===== src/rtl/alu_share_arb.sv =====
// Round-robin arbiter/sequencer placing two requesters onto one shared combinational ALU.
// Operands are registered, held for EXEC_CYCLES, then the ALU result is returned on a tagged response.
module alu_share_arb #(
    parameter int unsigned EXEC_CYCLES = 1
) (
    input  logic        clk,
    input  logic        rst_n,
    input  logic        req0_valid,
    output logic        req0_ready,
    input  logic [31:0] req0_a,
    input  logic [31:0] req0_b,
    input  logic [2:0]  req0_mod,
    input  logic        req1_valid,
    output logic        req1_ready,
    input  logic [31:0] req1_a,
    input  logic [31:0] req1_b,
    input  logic [2:0]  req1_mod,
    output logic [31:0] alu_a,
    output logic [31:0] alu_b,
    output logic [2:0]  alu_mod,
    input  logic [31:0] alu_c,
    input  logic        alu_z,
    input  logic        alu_o,
    output logic        rsp_valid,
    input  logic        rsp_ready,
    output logic        rsp_id,
    output logic [31:0] rsp_c,
    output logic        rsp_z,
    output logic        rsp_o
);

    typedef enum logic [1:0] {IDLE, EXEC, RESP} state_t;

    localparam logic [3:0] CNT_INIT = 4'(EXEC_CYCLES - 1);

    state_t     state, state_nxt;
    logic [3:0] cnt;
    logic       last_grant;
    logic       id_reg;
    logic       grant;
    logic       any_valid;
    logic       accept;
    logic       done;

    assign any_valid = req0_valid | req1_valid;
    // On a tie the requester that lost last time wins; otherwise the lone valid one.
    assign grant     = (req0_valid && req1_valid) ? ~last_grant : req1_valid;
    assign rsp_id    = id_reg;

    always_ff @(posedge clk or negedge rst_n) begin
        if (!rst_n) state <= IDLE;
        else        state <= state_nxt;
    end

    always_comb begin
        state_nxt  = state;
        req0_ready = 1'b0;
        req1_ready = 1'b0;
        rsp_valid  = 1'b0;
        accept     = 1'b0;
        done       = 1'b0;
        case (state)
            IDLE: begin
                // Readies are masked while in reset so no requester sees a phantom handshake.
                req0_ready = rst_n && any_valid && !grant;
                req1_ready = rst_n && any_valid && grant;
                accept     = any_valid;
                if (any_valid) state_nxt = EXEC;
            end
            EXEC: begin
                done = (cnt == 4'd0);
                if (done) state_nxt = RESP;
            end
            RESP: begin
                rsp_valid = 1'b1;
                if (rsp_ready) state_nxt = IDLE;
            end
            default: state_nxt = IDLE;
        endcase
    end

    always_ff @(posedge clk or negedge rst_n) begin
        if (!rst_n) begin
            alu_a      <= '0;
            alu_b      <= '0;
            alu_mod    <= 3'b100;
            cnt        <= '0;
            last_grant <= 1'b1;
            id_reg     <= 1'b0;
            rsp_c      <= '0;
            rsp_z      <= 1'b0;
            rsp_o      <= 1'b0;
        end else if (accept) begin
            alu_a   <= grant ? req1_a   : req0_a;
            alu_b   <= grant ? req1_b   : req0_b;
            alu_mod <= grant ? req1_mod : req0_mod;
            id_reg  <= grant;
            cnt     <= CNT_INIT;
        end else if (state == EXEC) begin
            if (done) begin
                rsp_c      <= alu_c;
                rsp_z      <= alu_z;
                rsp_o      <= alu_o;
                last_grant <= id_reg;
            end else begin
                cnt <= cnt - 4'd1;
            end
        end
    end

endmodule


===== config.mk =====
export PLATFORM = sky130hd
export DESIGN_NAME = alu_share_arb
export DESIGN_NICKNAME = d
export VERILOG_FILES = /design/src/rtl/alu_share_arb.sv
export SDC_FILE = /design/constraint.sdc
export NUM_CORES = 1
export LEC_CHECK = 0
export CAP_MARGIN = 20
export CORE_ASPECT_RATIO = 1.25
export CORE_MARGIN = 2
export CORE_UTILIZATION = 35
export CTS_BUF_LIST = sky130_fd_sc_hd__clkbuf_4
export DETAILED_ROUTE_END_ITERATION = 16
export GPL_TIMING_DRIVEN = 1
export PLACE_DENSITY = 0.78
export REMOVE_ABC_BUFFERS = 1
export SETUP_SLACK_MARGIN = 0.02
export SYNTH_ARGS = -nofsm -noshare
export SYNTH_HDL_FRONTEND = slang
export SYNTH_SLANG_ARGS = --single-unit

===== constraint.sdc =====
create_clock -name clk -period 1.6 [get_ports clk]
set_clock_uncertainty 0.05 [all_clocks]
set_input_delay 0.24 -clock clk [delete_from_list [all_inputs] [get_ports clk]]
set_output_delay 0.24 -clock clk [all_outputs]
set_load 0.01 [all_outputs]

# Word level (Yosys, flattened, before mapping)
# Cells that the tools add are included.
[word_totals]
wordCells = 47
in_bits = 173
register_bits = 109
[op_classes]
n_addsub = 1
bitwise_logic = 3
n_mux = 16
n_reduce_logical = 11
n_eq_ne = 6
[ops]
columns = ["cell", "count"]
rows = [
  ["2-to-1 mux 32 bit", 2],
  ["2-to-1 mux 4 bit", 3],
  ["inequality test 2 bit, second input constant", 4],
  ["2-to-1 mux 1 bit", 6],
  ["2-to-1 mux 2 bit", 3],
  ["one-hot mux 2 bit (3 select lines)", 1],
  ["AND reduction 3 bit", 2],
  ["logical AND 1 bit", 4],
  ["logical NOT 4 bit", 1],
  ["subtractor 4 x 1 -> 4 bit, second input constant", 1],
  ["2-to-1 mux 3 bit", 1],
  ["== test 2 x 1 -> 1 bit, second input constant", 1],
  ["== test 2 bit, second input constant", 1],
  ["logical NOT 2 bit", 1],
  ["NOT 1 bit", 2],
  ["AND reduction 2 bit", 1],
  ["nonzero test 2 bit", 1],
  ["logical NOT 1 bit", 1],
  ["OR 1 bit", 1],
]

# Logic depth before layout (Yosys ltp)
# Gate-level depths: netlist of run 1.
[depth]
ltp_word = 5
mapped_depth = 6

# Least setup slack after synthesis of run 1
# OpenSTA, ideal clock, no wires.
[synth_timing]
path_type = "register to register"
start = "reg cnt[0]"
end = "reg rsp_c[10]"
n_path_buf = 1
synth_period_minus_slack_ns = 1.611
setup_slack_ns = -0.011
path_stages_with_launch = 7
arrival_ns = 1.437
path_cell_list = "dfrtp_1 inv_1 ha_1 nor2b_1 nand2_2 buf_2 mux2_2"
[synth_via]
elab_chain_cells = 3
[synth_lines]
columns = ["element", "line_no", "rtl"]
rows = [
  ["start, declared", "37", "logic [3:0] cnt;"],
  ["start signal, assigned", "106", "cnt <= cnt - 4'd1;"],
  ["logical NOT 4 bit", "71", "done = (cnt == 4'd0);"],
  ["2-to-1 mux 1 bit", "62", "case (state)"],
  ["AND reduction 3 bit (no line)", "--", ""],
  ["end signal, assigned", "101", "rsp_c <= alu_c;"],
  ["end, declared", "27", "output logic [31:0] rsp_c,"],
]
# No other way between the ends.
# A chain may end at the register's enable or synchronous reset.

# Worst setup path after layout of run 1
[layout_timing]
start = "reg state[0]"
end = "out req0_ready"
[layout_via]
elab_chain_cells = 2
[layout_lines]
columns = ["element", "line_no", "rtl"]
rows = [
  ["start, declared", "36", "state_t state, state_nxt;"],
  ["start signal, assigned", "52", "else state <= state_nxt;"],
  ["logical NOT 2 bit", "62", ""],
  ["2-to-1 mux 1 bit", "62", ""],
  ["end, declared", "9", "output logic req0_ready,"],
]
# No other way between the ends.

==> results.env, run 1 <==
STATUS='finished with violations'
FAILING_CHECKS='negative setup slack'
TIMING.HOLD.WORST.START='rsp_ready'
SETUP_WS_NS=-0.221
R2R_SETUP_SLACK_NS=-0.22
SWITCHING_POWER_mW=5.60
VIA_COUNT_OF_THE_FIRST_GLOBAL_ROUTING_PASS=4726
DRIVE_GT1_FRAC=0.253
WORST-SLEW-PIN-TRANSITION_NS=0.612
COMB_PWR_SHARE=0.594
DIE_W_UM=109
WORST_REG_TO_REG_PATH_CELL_COUNT=7
BUFFER_PORTS.INSERTED=277
INITIAL_CORE_UTIL=0.354
ANTENNA_FOUND_INITIAL=0
DIEAREA_SQ_UM=14800
INSERTION_DELAY_TO_THE_LATER_SINK_OF_THE_WORST_SKEW_PAIR_NS=0.45
CTS.PATH.MAX_BUFFERS=2
PWR-SHARE-CLK=0.081
TIMING.FMAX_MHz=549
FINAL-SETUP-VIOL-COUNT=107
FINALCRITPERIODSHARE=1.14
CRITICAL_PATH.ENDPOINT_TYPE='output port'
CTS_NUM_SINKS=109
RSZ_0062_RAISED_AFTER_GLOBAL_ROUTING='yes'
VIAS_PER_CELL=5.12
VDD_DROP_MAX_mV=0.823
CORE_REGION_AREA_SQ_UM=13700
GRT_START_MAX_NET_PINS=110
CLOCK_TREE.HTREE_LEVEL_COUNT=3
DRC=0
CTS_TREE='done'
FINALPOWER_mW=14.8
SYNTH.YOSYS.SEQ_AREA_SHARE=0.563
FINAL_NETS=891
TIMING_HOLD_VIOLATIONS_FINAL=0
CRIT_BUF_INV=1
SYNTH_TOP_CELLS_BY_COUNT='120 x sky130_fd_sc_hd__o21ai_0, 107 x sky130_fd_sc_hd__dfrtp_1, 70 x sky130_fd_sc_hd__mux2i_1, 35 x sky130_fd_sc_hd__mux2_2, 17 x sky130_fd_sc_hd__o21ai_1'
LEAKAGE_nW=4.04
WORST_EP_ARRIVAL_TIME_NS=1.53
ASYNC_RESET_FF_FRAC=1.00
SHARE_SEQ_OF_TOTAL_POWER=0.325
PATH_CLASS_OF_THE_LOWEST_SLACK_MIN_DELAY_PATH='input pin to flip-flop'
CATEGORY_OF_THE_MOST_CRITICAL_SETUP_PATH='flip-flop to output port'
SYNTH_TOP_AREA_SHARE=0.552
WORST_SETUP_PATH_STARTPOINT='state[0]'
DIODES=0
POST_SYNTHESIS_CELL_COUNT=413
AREA_DELTA_SYNTH_FINAL_PCT=81.3
POST_ROUTE_CELL_AREA_SQ_UM=8800
DPL.HPWL_MM=10.5
DRV.MAX_CAP_VIOLATION_COUNT=0
SYNTH.TOP_CELLS.BY_AREA='sky130_fd_sc_hd__dfrtp_1 55%, sky130_fd_sc_hd__mux2i_1 14%, sky130_fd_sc_hd__o21ai_0 12%'
ROWS=48
IO_PINS=278
SYNTHMOSTINSTANTIATEDCELL='sky130_fd_sc_hd__o21ai_0'
YOSYSWARNINGS=0
CRITICAL_PATH_REQUIRED_NS=1.31
PWR_DENSITY_CELL_nW_PER_UM2=1680
REGTOREGSTARTPOINT='state[0]'
FIN_TNS_SETUP_NS=-12.80
POWER_REPORT.INTERNAL_TOTAL_mW=9.18
DETAIL_ROUTE.WIRELENGTH_MM=16.8
WORSTPATHMAXFANOUT=3
HOLD_SLACK_NS=0.307
TIMING.HOLD.WORST_PATH_DEPTH=2
TIMING.CRITICAL_PATH.CELLS='or2_4 -> nor2_4 -> and3_4 -> buf_6'
FINALWORSTPATHREQUIREDPERIOD_NS=1.82
PATH_CLK_SLEW_NS=0.15
CRITICAL-PATH-MAX-STAGE-DELAY_NS=0.41
SYN-MEAN-INSTANCE-AREA_SQ_UM=11.7
WORST_SETUP_PATH_START_KIND='flip-flop'
SLEW_HEADROOM=0.592
NUMCTSBUFFERS=9
GPL_WTD_CONG=0.761
GRT.TOTAL_USAGE=0.211
SYNTH_CELL_TYPE_COUNT=29
PLACED_CELLS_INCL_TAPS=848
TIMING.CRITICAL_PATH.DEPTH=4
CTS.ROOT.BUFFER_CELL='sky130_fd_sc_hd__clkbuf_4'
POST-SYNTH-TOP-AREA-CELL='sky130_fd_sc_hd__dfrtp_1'
DETAIL_ROUTE.FIRST_PASS.ITERATIONS=4
CHIPHEIGHT_UM=136
NUMBER_OF_FILL_CELLS=1095
CRITICAL-PATH-TOP-DELAY-FAMILY='simple AND/OR/NAND/NOR gates'
DRT-WIRELENGTH-PER-CELL_UM=18.7
SYNTH_EDF_COUNT=0
DPL-INSTANCE-AREA_SQ_UM=7880
MAPPEDNETLISTAREA_SQ_UM=4850
SWSHARE=0.379
FINAL_CELLS=895
POSTSYNTH.TOPFLOPCELL='sky130_fd_sc_hd__dfrtp_1'
DR_VIAS=4578
CP_SLOWEST_CELL='sky130_fd_sc_hd__dfrtp_1'
GRT.OVERFLOW.TOTAL=0
ANT_NETS=0
MAX_SLEW_VIOLATION_TOTAL_FROM_THE_FINAL_REPORT=0
NUMBER_OF_DRC_MARKERS_AFTER_THE_INITIAL_DETAILED_ROUTE_ITERATION=108
YS_FF_LATCH=109
GRT_PASS1_WL_MM=24.0
-- layout make-up --
cell class	count	area, sq um	share of cell area
clock buffer	9	67.6	0.00768
timing repair buffer	325	3450	0.392
sequential	109	2730	0.310
tap	175	219	0.0249
multi-input combinational	266	2270	0.258
clock inverter	6	38.8	0.00441
inverter	5	21.3	0.00242
-- cells by family after synthesis --
kind of cell / Yosys count / share of synthesized area
mux: 105 / 0.226
flops: 109 / 0.563
fa+ha+maj: 2 / 0.00516
simple gates: 16 / 0.0191
buf+inv: 39 / 0.0379
compound gates: 142 / 0.150
-- per-stage QoR --
stage	utilization	setup slack, ns
6_report	0.642	-0.221
2_1_floorplan	-	-1.78
4_1_cts	0.617	-0.272
3_3_place_gp	0.575	-0.620
5_1_grt	0.642	-0.286
3_5_place_dp	0.575	-0.577
-- state kept, by name (all words and copies together), names as in the netlist --
name / count
alu_a: 32
alu_b: 32
rsp_c: 32
cnt: 4
alu_mod: 3
state: 2
last_grant: 1
rsp_id: 1
rsp_o: 1
rsp_z: 1
-- repair_timing --
| action | 4_1_cts | 5_1_grt |
|---|---|---|
| pin swaps | 8 | 4 |
| hold buffers | 1 | 0 |
| gates cloned | 12 | 6 |
| setup endpoints to repair | 209 | 109 |
| buffers inserted | 11 | 3 |
| resized for setup | 227 | 48 |
| hold endpoints to repair | 107 | 0 |
-- path summary, 6_finish.rpt --
| kind | to |
|---|---|
| min reg2reg | rsp_o |
| max | req0_ready |
| min | state[1] |
| max reg2reg | alu_b[2] |
| max in group asynchronous | last_grant |
| min in group asynchronous | alu_a[7] |
-- per-layer routing --
layer / part of all wire / global-route usage / wire, um
met1: 0.36 / 0.233 / 5960
met2: 0.53 / 0.385 / 8960
met3: 0.079 / 0.0428 / 1320
met4: 0.032 / 0.0914 / 532
met5: 0 / 0 / 0
-- cell usage in the layout, fill, tap and decap left out, types with 2 or more instances in the layout --
master and n:
sky130_fd_sc_hd__clkdlybuf4s50_1 171, sky130_fd_sc_hd__dfrtp_1 107, sky130_fd_sc_hd__dlygate4sd2_1 101, sky130_fd_sc_hd__o21ai_0 70
sky130_fd_sc_hd__mux2i_1 69, sky130_fd_sc_hd__o21ai_2 58, sky130_fd_sc_hd__mux2_2 35, sky130_fd_sc_hd__buf_4 17
sky130_fd_sc_hd__buf_16 12, sky130_fd_sc_hd__clkbuf_4 9, sky130_fd_sc_hd__buf_6 8, sky130_fd_sc_hd__o21ai_1 7
sky130_fd_sc_hd__buf_12 7, sky130_fd_sc_hd__clkbuf_16 5, sky130_fd_sc_hd__or2_4 3, sky130_fd_sc_hd__clkinv_2 3
sky130_fd_sc_hd__inv_2 2, sky130_fd_sc_hd__inv_1 2, sky130_fd_sc_hd__nor2_4 2, sky130_fd_sc_hd__o21ai_4 2
sky130_fd_sc_hd__dfstp_2 2, sky130_fd_sc_hd__clkinvlp_4 2
-- power by group through the flow --
stage / logic (mW) / registers (mW) / clock network [mW]
after detailed placement: 7.16 / 4.88 / 0
final: 8.77 / 4.80 / 1.20
after global routing: 9.41 / 4.96 / 1.35
after floorplan: 2.34 / 5.43 / 0
after global placement: 6.98 / 4.80 / 0
after CTS: 7.97 / 4.77 / 1.25
No activity file was read; power rests on OpenSTA's default activity.
==> inputs of run 2 (changes only) <==
CORE_MARGIN = 3   (was 2)
HOLD_SLACK_MARGIN = 0.05   (was not set)
==> run 2 against run 1 <==
Net effect:
- the flow still finishes with violations (negative setup slack)
- sequential share of layout area up 0.38 points
- worst hold slack got worse by 0.028 ns
- die area increased by 3.3%
- setup slack worse by 0.050 ns
- count of clock-buffer cells in the layout stayed put
- critical path type is now flip-flop to flip-flop
- critical endpoint is now rsp_id
- largest cell class unchanged
- highest routed layer unchanged
==> results.env, run 2 (synthesis gave the netlist of run 1 again) <==
STATUS='finished with violations'
FAILING_CHECKS='negative setup slack'
INITIAL_CORE_UTIL=0.362
NUMCTSBUFFERS=9
DRT-WIRELENGTH-PER-CELL_UM=19.5
FIN_TNS_SETUP_NS=-13.07
LEAKAGE_nW=4.01
VIAS_PER_CELL=5.16
PWR_DENSITY_CELL_nW_PER_UM2=1700
LAYOUT.CELLS.MOST_COMMON_LIST='171 x sky130_fd_sc_hd__clkdlybuf4s50_1, 107 x sky130_fd_sc_hd__dfrtp_1, 101 x sky130_fd_sc_hd__dlygate4sd2_1, 70 x sky130_fd_sc_hd__mux2i_1, 68 x sky130_fd_sc_hd__o21ai_0'
WORST_SETUP_PATH_START_KIND='flip-flop'
DIEAREA_SQ_UM=15300
CRITICAL_PATH_REQUIRED_NS=1.89
GPL_WTD_CONG=0.816
WORSTPATHMAXFANOUT=6
BUFFER_PORTS.INSERTED=277
IO_PINS=278
SLEW_HEADROOM=0.473
CRITICAL_PATH.ENDPOINT_TYPE='flip-flop'
DRIVE_GT1_FRAC=0.256
ROWS=47
CTS.PATH.MAX_BUFFERS=2
ANT_NETS=0
DR_VIAS=4598
GRT_PASS1_WL_MM=26.7
CHIPHEIGHT_UM=138
DRV.MAX_CAP_VIOLATION_COUNT=0
INSERTION_DELAY_TO_THE_LATER_SINK_OF_THE_WORST_SKEW_PAIR_NS=0.46
NUMBER_OF_DRC_MARKERS_AFTER_THE_INITIAL_DETAILED_ROUTE_ITERATION=149
GRT.TOTAL_USAGE=0.221
DP_WORST_SETUP_SLACK_NS=-0.550
WORST-SLEW-PIN-TRANSITION_NS=0.791
CTS_NUM_SINKS=109
REG.LARGEST.LIST='alu_a x32, alu_b x32, rsp_c x32'
CATEGORY_OF_THE_MOST_CRITICAL_SETUP_PATH='flip-flop to flip-flop'
DRC=0
CTS_TREE='done'
WORST_EP_ARRIVAL_TIME_NS=2.16
DPL.HPWL_MM=12.0
VIA_COUNT_OF_THE_FIRST_GLOBAL_ROUTING_PASS=4910
DIE_W_UM=111
TIMING_HOLD_VIOLATIONS_FINAL=0
PATH_CLK_SLEW_NS=0.16
PATH_CLASS_OF_THE_LOWEST_SLACK_MIN_DELAY_PATH='input pin to flip-flop'
FINAL_NETS=890
FINAL_COMMON_CELL='sky130_fd_sc_hd__clkdlybuf4s50_1'
MAX_SLEW_VIOLATION_TOTAL_FROM_THE_FINAL_REPORT=0
VDD_DROP_MAX_mV=0.963
SETUP_WS_NS=-0.272
AREA_DELTA_SYNTH_FINAL_PCT=79.1
CORE_REGION_AREA_SQ_UM=13400
FINALWORSTPATHREQUIREDPERIOD_NS=1.87
GRT.OVERFLOW.TOTAL=0
CTS.ROOT.BUFFER_CELL='sky130_fd_sc_hd__clkbuf_4'
TIMING.FMAX_MHz=534
DIODES=0
RSZ_0062_RAISED_AFTER_GLOBAL_ROUTING='yes'
ANTENNA_FOUND_INITIAL=0
NUMBER_OF_FILL_CELLS=1034
DETAIL_ROUTE.FIRST_PASS.ITERATIONS=5
FINALCRITPERIODSHARE=1.17
FINAL-SETUP-VIOL-COUNT=105
CLOCK_TREE.HTREE_LEVEL_COUNT=3
DETAIL_ROUTE.WIRELENGTH_MM=17.3
GRT_START_MAX_NET_PINS=65
[run 2: cell count changes in the layout (fill, tap and decap cells not counted), sizes merged]
cell / delta
clkbuf: -5
buf: +6
bufinv: +2
or2: -1
clkinvlp: -2
clkdlybuf4s15: -1
inv: +1
[run 2: final timing paths]
path,start,end,slack (ns),depth (start not counted)
hold reg to reg,cnt[0],cnt[0],0.45,1
max in group asynchronous,rst_n,rsp_c[9],0.43,3
min in group asynchronous,rst_n,alu_b[21],0.31,3
hold / removal,rsp_ready,state[1],0.28,2
setup reg to reg,state[0],rsp_id,-0.27,8
setup / recovery,state[0],rsp_id,-0.27,8
[run 2: cell type report]
class,instances,area [sq um],share of cell area
flip-flops and latches,109,2730,0.314
clock inverters,7,97.6,0.0112
well taps,171,214,0.0246
inverters,5,21.3,0.00245
clock buffers,9,67.6,0.00777
repair buffers,325,3290,0.379
multi-input cells,265,2270,0.261
[run 2: power by group]
part / switching (mW) / internal [mW] / total [mW] / leakage (nW)
sequential: 0.694 / 4.13 / 4.82 / 1.32
combinational: 3.93 / 4.46 / 8.39 / 2.60
clock: 0.933 / 0.647 / 1.58 / 0.0899
total: 5.56 / 9.23 / 14.8 / 4.01
[run 2: per-layer routing]
metal  GRT usage  vias up  wire length [um]
li1            -     2089                 -
met1       0.247     2244              6430
met2       0.418      237              9360
met3      0.0488       28              1240
met4      0.0669        0               298
met5           0        -                 0
[run 2: per-stage QoR]
stage / hold WS [ns] / instances / util / power, mW / cell area [sq um]
floorplan: -0.106 / 379 / - / 7.77 / 4690
finish: 0.279 / 891 / 0.648 / 14.8 / 8690
CTS: 0.246 / 892 / 0.648 / 14.9 / 8690
global placement: 0.214 / 847 / 0.586 / 11.9 / 7860
global route: 0.250 / 891 / 0.648 / 15.7 / 8690
detailed placement: 0.219 / 847 / 0.586 / 12.1 / 7860
[run 2: worst max-delay path, stage by stage, from the launching register on]
cell and delay (ns):
sky130_fd_sc_hd__dfrtp_1 0.41, sky130_fd_sc_hd__or2_4 0.28, sky130_fd_sc_hd__buf_6 0.14, sky130_fd_sc_hd__buf_8 0.11
sky130_fd_sc_hd__or2_4 0.25, sky130_fd_sc_hd__buf_4 0.14, sky130_fd_sc_hd__buf_6 0.12, sky130_fd_sc_hd__buf_12 0.14
sky130_fd_sc_hd__o2bb2ai_1 0.12
[run 2: what timing repair did]
action | 4_1_cts | 5_1_grt
cloned | 10 | 0
hold buffers | 1 | 0
resized for setup | 267 | 20
pin swaps | 43 | 14
buffers inserted | 19 | 4
hold endpoints to repair | 108 | 0
setup endpoints to repair | 209 | 91
